===== src/rtl/tcb_pkg.sv =====
// Types shared by the TCB arbiter: grant ID and one response-pipeline entry.
package tcb_pkg;

    typedef logic [2:0] tcb_arb_id_t;

    typedef struct packed {
        logic        vld;
        tcb_arb_id_t id;
    } tcb_arb_rsp_t;

    // Next manager in rotation, wrapping at mpn-1.
    function automatic tcb_arb_id_t tcb_arb_next(tcb_arb_id_t id, int mpn);
        return (int'(id) == mpn - 1) ? '0 : id + 3'd1;
    endfunction

endpackage


===== src/rtl/tcb_arbiter_rr.sv =====
// Combinational round-robin pick: first requester at or after ptr, modulo MPN.
module tcb_arbiter_rr
    import tcb_pkg::*;
#(
    parameter int MPN = 2
)(
    input  logic [MPN-1:0] req,
    input  tcb_arb_id_t    ptr,
    output logic [MPN-1:0] gnt,
    output tcb_arb_id_t    gnt_id
);

    logic found;

    // With no requester the ID falls back to ptr and gnt stays all-zero.
    always_comb begin
        found  = 1'b0;
        gnt_id = ptr;
        gnt    = '0;
        for (int k = 0; k < MPN; k++) begin
            for (int j = 0; j < MPN; j++) begin
                if (!found && req[j] && (j == (int'(ptr) + k) % MPN)) begin
                    found  = 1'b1;
                    gnt_id = tcb_arb_id_t'(j);
                end
            end
        end
        for (int j = 0; j < MPN; j++)
            gnt[j] = found && (gnt_id == tcb_arb_id_t'(j));
    end

endmodule


===== src/rtl/tcb_arbiter.sv =====
// Shares one TCB subordinate between MPN managers: round-robin grant, request mux,
// fixed-latency response demux. Define TCB_ARBITER_LOCK_EN to add m_lck bus locking.
module tcb_arbiter
    import tcb_pkg::*;
#(
    parameter int MPN = 2,
    parameter int AW  = 32,
    parameter int DW  = 32,
    parameter int DLY = 1
)(
    input  logic                      clk,
    input  logic                      rst,
    input  logic [MPN-1:0]            m_vld,
    input  logic [MPN-1:0]            m_wen,
    input  logic [MPN-1:0][AW-1:0]    m_adr,
    input  logic [MPN-1:0][1:0]       m_siz,
    input  logic [MPN-1:0][DW/8-1:0]  m_ben,
    input  logic [MPN-1:0][DW-1:0]    m_wdt,
`ifdef TCB_ARBITER_LOCK_EN
    input  logic [MPN-1:0]            m_lck,
`endif
    output logic [MPN-1:0]            m_rdy,
    output logic [DW-1:0]             m_rdt,
    output logic [MPN-1:0]            m_err,
    output logic                      s_vld,
    output logic                      s_wen,
    output logic [AW-1:0]             s_adr,
    output logic [1:0]                s_siz,
    output logic [DW/8-1:0]           s_ben,
    output logic [DW-1:0]             s_wdt,
    input  logic                      s_rdy,
    input  logic [DW-1:0]             s_rdt,
    input  logic                      s_err
);

    tcb_arb_id_t    ptr, hold_id, rr_id, gnt_id;
    logic           hold, lock, g_vld, trn_lck, s_trn;
    logic [MPN-1:0] rr_gnt;
    tcb_arb_rsp_t   rsp_out;

    tcb_arbiter_rr #(.MPN(MPN)) u_rr (
        .req    (m_vld),
        .ptr    (ptr),
        .gnt    (rr_gnt),
        .gnt_id (rr_id)
    );

    // A locked bus keeps the grant on ptr, which was left pointing at the owner.
    assign gnt_id = hold ? hold_id : (lock ? ptr : rr_id);
    assign s_vld  = rst & (lock ? g_vld : |rr_gnt);
    assign s_trn  = s_vld & s_rdy;

    always_comb begin
        s_wen = 1'b0;
        s_adr = '0;
        s_siz = '0;
        s_ben = '0;
        s_wdt = '0;
        g_vld = 1'b0;
        m_rdy = '0;
        for (int i = 0; i < MPN; i++) begin
            if (gnt_id == tcb_arb_id_t'(i)) begin
                s_wen    = m_wen[i];
                s_adr    = m_adr[i];
                s_siz    = m_siz[i];
                s_ben    = m_ben[i];
                s_wdt    = m_wdt[i];
                g_vld    = m_vld[i];
                m_rdy[i] = s_rdy & rst;
            end
        end
    end

`ifdef TCB_ARBITER_LOCK_EN
    always_comb begin
        trn_lck = 1'b0;
        for (int i = 0; i < MPN; i++)
            if (gnt_id == tcb_arb_id_t'(i)) trn_lck = m_lck[i];
    end

    always_ff @(posedge clk or negedge rst) begin
        if (!rst)       lock <= 1'b0;
        else if (s_trn) lock <= trn_lck;
    end
`else
    assign trn_lck = 1'b0;
    assign lock    = 1'b0;
`endif

    always_ff @(posedge clk or negedge rst) begin
        if (!rst) begin
            ptr     <= '0;
            hold    <= 1'b0;
            hold_id <= '0;
        end else if (s_trn) begin
            hold <= 1'b0;
            ptr  <= trn_lck ? gnt_id : tcb_arb_next(gnt_id, MPN);
        end else if (s_vld) begin
            hold    <= 1'b1;
            hold_id <= gnt_id;
        end
    end

    generate
        if (DLY == 0) begin : g_rsp_comb
            assign rsp_out = {s_trn, gnt_id};
        end else begin : g_rsp_pipe
            tcb_arb_rsp_t pipe [DLY];
            always_ff @(posedge clk or negedge rst) begin
                if (!rst) begin
                    for (int i = 0; i < DLY; i++) pipe[i] <= '0;
                end else begin
                    pipe[0] <= {s_trn, gnt_id};
                    for (int i = 1; i < DLY; i++) pipe[i] <= pipe[i-1];
                end
            end
            assign rsp_out = pipe[DLY-1];
        end
    endgenerate

    assign m_rdt = s_rdt;

    always_comb begin
        m_err = '0;
        for (int i = 0; i < MPN; i++)
            m_err[i] = s_err & rsp_out.vld & (rsp_out.id == tcb_arb_id_t'(i));
    end

`ifndef SYNTHESIS
    a_req_stable: assert property (@(posedge clk) disable iff (!rst)
        (s_vld && !s_rdy) |=> (s_vld && $stable({s_wen, s_adr, s_siz, s_ben, s_wdt})));
    a_hold_vld: assert property (@(posedge clk) disable iff (!rst) hold |-> g_vld);
    a_err_onehot: assert property (@(posedge clk) $onehot0(m_err));
`endif

endmodule

===== config.mk =====
export PLATFORM = sky130hd
export DESIGN_NAME = tcb_arbiter
export DESIGN_NICKNAME = d
export VERILOG_FILES = /design/src/rtl/tcb_pkg.sv /design/src/rtl/tcb_arbiter_rr.sv /design/src/rtl/tcb_arbiter.sv
export SDC_FILE = /design/constraint.sdc
export NUM_CORES = 1
export LEC_CHECK = 0
export CAP_MARGIN = 20
export CORE_AREA = 3 3 111 113
export DETAILED_ROUTE_END_ITERATION = 7
export DIE_AREA = 0 0 114 116
export SLEW_MARGIN = 20
export SYNTH_ARGS = -nofsm -noshare
export SYNTH_HDL_FRONTEND = slang
export SYNTH_SLANG_ARGS = --single-unit

===== constraint.sdc =====
create_clock -name clk -period 2.05 [get_ports clk]
set_input_delay 0.3075 -clock clk [delete_from_list [all_inputs] [get_ports clk]]
set_output_delay 0.3075 -clock clk [all_outputs]
set_load 0.005 [all_outputs]

==> flow_metrics.env <==
export IMPL_syn_cell_area_um2=1760
export IMPL_cp_start_kind="flip-flop"
export IMPL_antenna_found_initial=0
export IMPL_fin_cells=696
export IMPL_fin_skew_ns=0.00214
export IMPL_crit_buf_inv=4
export IMPL_firstDrtPassIters=4
export IMPL_clock_latency_ns=0.24
export IMPL_path_cells="buf_6 > o41a_1 > nand2_4 > buf_12 > buf_12 > a21oi_2 > clkdlybuf4s15_2"
export IMPL_drt_initial_drc_count=140
export IMPL_finalWeightedCongestion=0.744
export IMPL_ys_seq_elements=11
export IMPL_syn_nets=500
export IMPL_die_width_um=114
export IMPL_ioPinCount=288
export IMPL_cts_clk_slew_worst_paths_ns=0.04
export IMPL_syn_avg_cell_area_um2=5.50
export IMPL_num_rows=39
export IMPL_post_route_min_period_ns=2.17
export IMPL_cp_arrival_ns=1.86
export IMPL_path_common_cell="buf_12"
export IMPL_core_area_um2=11400
export IMPL_end_kind="output pin"
export IMPL_cts_hold_buffers=0
export IMPL_grt_util_all_layers=0.143
export IMPL_period_share=1.06
export IMPL_postLayoutCoreUtil=0.425
export IMPL_syn_inst=320
export IMPL_antenna_cells=0
export IMPL_cellPowerDensity_nw_per_um2=751
export IMPL_areaGrowthSynthToFinish_pct=176
export IMPL_drive_above_1_share=0.383
export IMPL_cts_buffer_depth=2
export IMPL_failed_checks="negative setup slack"
export IMPL_worst_slack_ns=-0.122
export IMPL_yosysWarnings=0
export IMPL_crit_fanout=18
export IMPL_rsz0062_at_grt="yes"
export IMPL_dpl_hpwl_um=7180
export IMPL_p_leak_uw=0.00220
export IMPL_totalWireLength_um=11600
export IMPL_cpLargestDelayFamily="buffers and inverters"
export IMPL_status="complete, but fails checks"
export IMPL_max_stage_delay_ns=0.42
export IMPL_hold_class="input port to asynchronous set/reset pin"
export IMPL_grt_ovfl_total=0
export IMPL_finalHoldViolations=0
export IMPL_start_util=0.154
export IMPL_clockRootBuffer="clkbuf_16"
export IMPL_drc=0
export IMPL_antenna_left=0
export IMPL_dpl_cell_count=651
export IMPL_cpMaxStageDelayCell="o41a_1"
export IMPL_tightest_slew_ns=0.364
export IMPL_via_per_inst=4.36
export IMPL_critical_path_required_ns=1.74
export IMPL_h_tree_depth=1
export IMPL_first_global_vias=2906
export IMPL_die_area_um2=13200
export IMPL_setup_viol=68
export IMPL_cap_violations=0
export IMPL_routedWlPerCell_um=16.7
export IMPL_crit_type="flip-flop to output pin"
export IMPL_cts_buffers=3
export IMPL_vdd_ir_drop_max_mv=0.389
export IMPL_synth_seq_area_share=0.156
export IMPL_grt_pass1_wl_um=15100
export IMPL_vias=3037
export IMPL_cts_sinks=11
export IMPL_io_buffers=223
export IMPL_fmax_ghz=0.460
export IMPL_grt_max_degree=20
export IMPL_slew_headroom=0.757
export IMPL_drv_slew=0
export IMPL_fin_nets=734
export IMPL_ys_types=23
export IMPL_cts_tree="yes"
export IMPL_fp_dieH_um=116
metrics by stage:
stage	power, uW	area, um2	worst slack, ns	hold slack, ns	TNS (ns)
final	3640	4850	-0.122	0.446	-3.84
after global routing	3880	4850	-0.190	0.474	-8.55
after CTS	3180	4420	-0.137	0.456	-3.58
after detailed placement	2340	4020	-0.784	0.489	-47.93
after global placement	2330	4020	-0.788	0.475	-46.27
after floorplan	1170	1760	0.444	0.0119	0
worst paths after layout:
check	slack, ns	end	depth (start not counted)	startpoint
max	-0.12	s_wdt[30]	7	hold$_DFFE_PN0P_
min	0.45	hold$_DFFE_PN0P_	2	rst
max reg2reg	0.39	ptr[2]$_DFFE_PN0P_	7	hold$_DFFE_PN0P_
min reg2reg	0.50	ptr[2]$_DFFE_PN0P_	2	ptr[2]$_DFFE_PN0P_
max in group asynchronous	1.49	g_rsp_pipe.pipe[3]$_DFF_PN0_	2	rst
min in group clk	0.50	ptr[2]$_DFFE_PN0P_	2	ptr[2]$_DFFE_PN0P_
power by group:
group / leakage, uW / internal (uW) / switching, uW
combinational: 0.00203 / 1670 / 1320
clock: 0.0000382 / 260 / 87.2
sequential: 0.000130 / 267 / 31.5
total: 0.00220 / 2200 / 1440
cells in the mapped netlist:
cell / number / share of area
clkbuf_1: 2 / 0.0043
o21a_1: 1 / 0.0043
buf_4: 32 / 0.14
a21oi_2: 1 / 0.0050
a21oi_1: 75 / 0.21
dfrtp_1: 11 / 0.16
o21ai_0: 1 / 0.0028
nor4b_1: 2 / 0.010
buf_6: 5 / 0.032
o31ai_1: 1 / 0.0043
a21boi_1: 1 / 0.0043
nor3_1: 3 / 0.0085
nand3_1: 1 / 0.0028
o41a_1: 1 / 0.0064
inv_2: 1 / 0.0021
o31a_1: 1 / 0.0050
a31oi_1: 1 / 0.0036
nor4_1: 1 / 0.0036
buf_2: 16 / 0.046
inv_1: 4 / 0.0085
nand2_1: 151 / 0.32
nor2b_1: 1 / 0.0036
nor2_1: 7 / 0.015
cell type report:
| type | instances | area (um2) |
|---|---|---|
| fillers | 1186 | 6570 |
| repair buffers | 284 | 2880 |
| multi-input cells | 249 | 1410 |
| flip-flops and latches | 11 | 275 |
| well taps | 143 | 179 |
| clock buffers | 4 | 78.8 |
| inverters | 5 | 31.3 |
layout by cell type, fill, tap and decap left out, types with 2 or more instances in the layout:
cell / count
a21oi_1: 30
a21oi_2: 45
buf_12: 13
buf_16: 7
buf_2: 55
buf_4: 17
buf_6: 12
buf_8: 3
clkbuf_16: 12
clkbuf_2: 14
clkdlybuf4s15_2: 5
clkdlybuf4s50_1: 148
dfrtp_1: 11
inv_1: 4
nand2_1: 129
nand2_2: 9
nand2_4: 13
nor2_1: 7
nor3_1: 2
nor4b_2: 2
worst register-to-register path, cell delays in order (launching register included):
cell	delay (ns)
dfrtp_1	0.39
buf_6	0.14
o41a_1	0.42
buf_4	0.16
buf_4	0.13
inv_1	0.09
a21oi_1	0.05
o31ai_1	0.19
layer usage:
metal	track usage	part of all wire	up-vias
met2	0.258	0.52	144
met4	0.0467	0.021	0
met1	0.166	0.39	1392
li1	-	-	1477
met3	0.0345	0.077	24
met5	0	0	-
logic make-up after synthesis:
| group | share of synthesized area |
|---|---|
| compound gates | 0.249 |
| buf+inv | 0.229 |
| flops | 0.156 |
| simple gates | 0.366 |
flip-flops by register name (all words and copies together) (netlist names):
register,count
g_rsp_pipe.pipe,4
hold_id,3
ptr,3
hold,1
timing repair:
item | 4_1_cts | 5_1_grt
endpoints found under the setup margin | 73 | 74
pin swaps | 4 | 44
gates cloned | 9 | 9
gates resized for setup | 297 | 110
buffers inserted | 13 | 15
No activity file was read; power rests on OpenSTA's default activity.
